## config.mk

```make
export PLATFORM = sky130hd
export DESIGN_NAME = mem_arbiter
export DESIGN_NICKNAME = d
export VERILOG_FILES = /design/src/rtl/mem_arbiter.sv
export SDC_FILE = /design/constraint.sdc
export NUM_CORES = 1
export LEC_CHECK = 0
export CORE_UTILIZATION = 30
export CTS_CLUSTER_SIZE = 12
export DETAILED_ROUTE_END_ITERATION = 8
export GPL_TIMING_DRIVEN = 1
export PLACE_DENSITY = 0.6
export SLEW_MARGIN = 25
export SYNTH_ARGS = -nofsm -noshare
export SYNTH_HDL_FRONTEND = slang
export SYNTH_SLANG_ARGS = --single-unit
```

## constraint.sdc

```tcl
create_clock -name CLK -period 2.4 [get_ports CLK]
set_input_delay 0.6 -clock CLK [delete_from_list [all_inputs] [get_ports CLK]]
set_output_delay 0.6 -clock CLK [all_outputs]
set_load 0.01 [all_outputs]
```

## src/rtl/mem_arbiter.sv

```systemverilog
// rtl/mem_arbiter.sv - serialises per-CPU icache/dcache requests onto a single-ported RAM
module mem_arbiter #(
  parameter int CPUS = 2
) (
  input  logic                   CLK,
  input  logic                   nRST,
  input  logic [CPUS-1:0]        iREN,
  input  logic [CPUS-1:0][31:0]  iaddr,
  output logic [CPUS-1:0]        iwait,
  output logic [CPUS-1:0][31:0]  iload,
  input  logic [CPUS-1:0]        dREN,
  input  logic [CPUS-1:0]        dWEN,
  input  logic [CPUS-1:0][31:0]  daddr,
  input  logic [CPUS-1:0][31:0]  dstore,
  output logic [CPUS-1:0]        dwait,
  output logic [CPUS-1:0][31:0]  dload,
  output logic                   ramREN,
  output logic                   ramWEN,
  output logic [31:0]            ramaddr,
  output logic [31:0]            ramstore,
  input  logic [31:0]            ramload,
  input  logic                   ram_ready
);

  typedef enum logic [1:0] {IDLE, ACCESS, HOLD} state_t;

  state_t      state, next_state;
  logic        rr;
  logic        g_cpu, g_data, g_write;
  logic [31:0] g_addr, g_store;

  logic [CPUS-1:0] dreq;
  logic            any_d, any_i;
  logic            win_cpu, win_write;
  logic            grant, done;

  // Pick the winner among the current requests: data class first, rr breaks ties within a class.
  always_comb begin
    dreq      = dREN | dWEN;
    any_d     = |dreq;
    any_i     = |iREN;
    win_cpu   = 1'b0;
    if (any_d) begin
      win_cpu = (dreq[0] && dreq[1]) ? rr : dreq[1];
    end else if (any_i) begin
      win_cpu = (iREN[0] && iREN[1]) ? rr : iREN[1];
    end
    // dREN and dWEN together from one CPU counts as a write.
    win_write = any_d && dWEN[win_cpu];
  end

  // State register.
  always_ff @(posedge CLK or negedge nRST) begin
    if (!nRST) begin
      state <= IDLE;
    end else begin
      state <= next_state;
    end
  end

  // Next state: grant only from IDLE, finish ACCESS on ram_ready, always spend one cycle in HOLD.
  always_comb begin
    next_state = state;
    grant      = 1'b0;
    done       = 1'b0;
    case (state)
      IDLE: begin
        if (any_d || any_i) begin
          next_state = ACCESS;
          grant      = 1'b1;
        end
      end
      ACCESS: begin
        if (ram_ready) begin
          next_state = HOLD;
          done       = 1'b1;
        end
      end
      HOLD:    next_state = IDLE;
      default: next_state = IDLE;
    endcase
  end

  // Latch the granted transaction and move rr to the CPU that lost.
  always_ff @(posedge CLK or negedge nRST) begin
    if (!nRST) begin
      rr      <= 1'b0;
      g_cpu   <= 1'b0;
      g_data  <= 1'b0;
      g_write <= 1'b0;
      g_addr  <= 32'h0;
      g_store <= 32'h0;
    end else if (grant) begin
      rr      <= ~win_cpu;
      g_cpu   <= win_cpu;
      g_data  <= any_d;
      g_write <= win_write;
      g_addr  <= any_d ? daddr[win_cpu] : iaddr[win_cpu];
      g_store <= win_write ? dstore[win_cpu] : 32'h0;
    end
  end

  // RAM side: strobes follow the state so they drop straight away on reset.
  always_comb begin
    ramREN   = (state == ACCESS) && !g_write;
    ramWEN   = (state == ACCESS) && g_write;
    ramaddr  = g_addr;
    ramstore = g_store;
  end

  // Wait is released only for the granted port, only in its completing cycle.
  always_comb begin
    iwait = '1;
    dwait = '1;
    if (done) begin
      if (g_data) dwait[g_cpu] = 1'b0;
      else        iwait[g_cpu] = 1'b0;
    end
  end

  // Capture read data into the granted port's load register on completion.
  always_ff @(posedge CLK or negedge nRST) begin
    if (!nRST) begin
      iload <= '0;
      dload <= '0;
    end else if (done && !g_write) begin
      if (g_data) dload[g_cpu] <= ramload;
      else        iload[g_cpu] <= ramload;
    end
  end

endmodule

```

==> results.md <==
* Status: finished clean
* Reg power frac at 0.342
* Hold Fails Final Rpt at 0
* Comb power frac at 0.469
* Total chip power at 0.0167 W
* Clock Skews at a little over 0.02 ns
* Antenna violations before repair at 2
* Slew @ Worst Pin at 0.579 ns
* NetSw at roughly 0.0057 W
* Syn nets at about 860
* Final wirelength at 30500 um
* Die height at approximately 170 um
* Initial Util at 0.307
* Setup crit end kind: output port
* Standard-cell rows at 62
* Critical path required time at roughly 1.8 ns
* # H-tree levels at 4
* First drt pass iteration count at 4
* Clock Pin Slew Worst Setup and Hold Paths at 0.10 ns
* Clk root buf: clkbuf_16
* Fmax at approximately 430 MHz
* Max Fanout on Critical Path at 3
* RSZ-0062 raised after global routing: no
* Global route overflow at 0
* Period minus WS final at around 2.3 ns
* Dpl ws at -0.317 ns
* Mapped cell area at 8850 um2
* Sw frac at 0.343
* Number of flops mapped to enable cells by yosys at 0
* Vias in the first global route at around 7400
* Fin worst setup slack at slightly above 0.09 ns
* CTS Sinks at roughly 200
* Num CTS Buffers at 17
* Via Count at 6846
* GPL Wtd Cong at around 0.76
* Synth Instances at 631
* Post-route cell area at between 10000 and 15000 um2
* Remaining DRCs at 0
* Most common cell after layout, fill and taps aside: clkdlybuf4s50_1
* CTS tree: done
* IO Count at 431
* CTS max path bufs at 2
* Placed insts at roughly 1500
* Max IR drop VDD at 0.552 mV
* P per Cell Area at 1160 nW/um2
* Max-Cap Viols at 0
* Post-DP HPWL at roughly 23000 um
* Largest net degree at the start of global routing at between 60 and 70
* Mean Syn Cell Area at 14.0 um2
* Crit path max-delay cell type: dfrtp_1
* Crit-path cells: nor2b_2 -> nand2_2 -> or3_4 -> dlygate4sd2_1
* Max-slew violations at 0
* Internal power at ~0.011 W
* Filler instances at between 2000 and 3000
* LEAKAGE at approximately 6.2 nW
* ANT nets after route at 0
* Tcrit/Tclk final at 0.962
* Synth cell types at 36
* Clk_lat worst skew at between 0.4 and 0.5 ns
* Seq/Total Area, Yosys at 0.560
* Slew HR at 0.614
* CP Launch Type: flip-flop
* Most frequent cells in the layout: clkdlybuf4s50_1, dfrtp_1, mux2_2
* Clock power frac at 0.189
* Fin cells at around 1500
* Worst hold slack at roughly 0.15 ns
* Layout cells sized above 1 at 0.230
* DRT iter0 DRCs at 239
* CP arrival at 1.71 ns
* Port bufs at 430
* Dpl cell area at around 14000 um2
* GRT Resource Usage Total at 0.202
* Yosys reg bits at between 150 and 200
* Core Area at around 29000 um2
* Routed WL per cell at around 21 um
* First-pass GRT wire length at approximately 46000 um
* Die area at 30200 um2
* Hold-fix buffers, CTS at 0
* Layout Area Growth over Synthesis at 63.8%
* DR vias/cell at roughly 4.6
* # setup viols final at 0
* Hold Crit Class: input pin to async pin
* Crit Path Category: flip-flop to output port
* Main synth FF type: dfrtp_1
* Post-synth ARST share at 1.00
* Ys Warns at 0
* Max incr delay on CP at around 0.40 ns
* Final Net Count at roughly 1300
* Die Width at ~170 um
## final cells by class
type	count	area, um2	area share
diodes	1	2.50	0.000173
clock buffers	17	425	0.0294
clock inverters	15	224	0.0155
inverters	2	7.51	0.000518
multi-input cells	389	3560	0.246
flip-flops and latches	198	4950	0.342
well taps	384	480	0.0332
repair buffers	477	4830	0.333
## cells in the mapped netlist (3+ instances only)
library cell / instances / area share
mux2_2: 128 / 0.16
clkbuf_1: 8 / 0.0034
nand2_1: 72 / 0.031
nor2_1: 4 / 0.0017
buf_2: 15 / 0.0085
mux2i_1: 97 / 0.11
o21ai_0: 31 / 0.018
or3_1: 3 / 0.0021
buf_8: 5 / 0.0085
clkbuf_8: 6 / 0.0093
buf_12: 3 / 0.0068
nand3_1: 3 / 0.0017
o221ai_2: 30 / 0.051
dfrtp_1: 198 / 0.56
## metal layers
metal	vias to the layer above	track usage	share of wire
li1	3187	-	-
met5	-	0	0.00056
met2	267	0.342	0.48
met1	3370	0.232	0.40
met4	2	0.0486	0.015
met3	20	0.0921	0.11
## worst max-delay path: cells and delay by family (launching register included)
kind | cells | cell delay [ns]
simple gates | 3 | 0.59
flops | 1 | 0.40
buf+inv | 1 | 0.29
## metrics by stage
stage	util	setup TNS, ns
after CTS	0.502	0
final	0.502	0
after floorplan	-	0
after global placement	0.479	-10.95
after detailed placement	0.479	-12.63
after global routing	0.502	0
## power by group through the flow
stage	logic [W]	clock network, W	registers [W]
final	0.00786	0.00316	0.00573
after global routing	0.00839	0.00336	0.00593
after CTS	0.00801	0.00324	0.00574
after detailed placement	0.00798	0	0.00577
after global placement	0.00796	0	0.00571
after floorplan	0.00261	0	0.00641
## sequential cells by signal, indices dropped and copies added, names as in the netlist
| register | count |
|---|---|
| dload | 64 |
| iload | 64 |
| ramaddr | 32 |
| ramstore | 32 |
| state | 2 |
| g_cpu | 1 |
| g_data | 1 |
| g_write | 1 |
| rr | 1 |
## kinds of logic (layout without fill, tap and decap cells)
group | Yosys count | after routing | share of synthesized area
muxes | 226 | 226 | 0.274
other | 0 | 1 | 0
buffers and inverters | 44 | 511 | 0.0426
DFF | 198 | 198 | 0.560
and+or+nand+nor | 94 | 94 | 0.0464
AOI/OAI and AO/OA | 69 | 69 | 0.0771
## final timing paths
path / end / startpoint / slack (ns) / depth (start not counted)
hold reg to reg: ramstore[28]$_DFFE_PN0P_ / ramstore[28]$_DFFE_PN0P_ / 0.48 / 2
min in group CLK: ramstore[28]$_DFFE_PN0P_ / ramstore[28]$_DFFE_PN0P_ / 0.48 / 2
setup / recovery: iwait[0] / state[1]$_DFFE_PN0P_ / 0.09 / 4
hold / removal: iload[18]$_DFFE_PN0P_ / nRST / 0.15 / 1
setup reg to reg: iload[38]$_DFFE_PN0P_ / state[1]$_DFFE_PN0P_ / 0.39 / 6
max in group asynchronous: iload[30]$_DFFE_PN0P_ / nRST / 1.56 / 2
## timing repair
action                     in CTS  in global routing
gates cloned                    0                  0
setup endpoints to repair       5                  1
resized for setup               7                  2
setup buffers                   0                  0
Note: power is estimated with default switching activity, not from simulation.
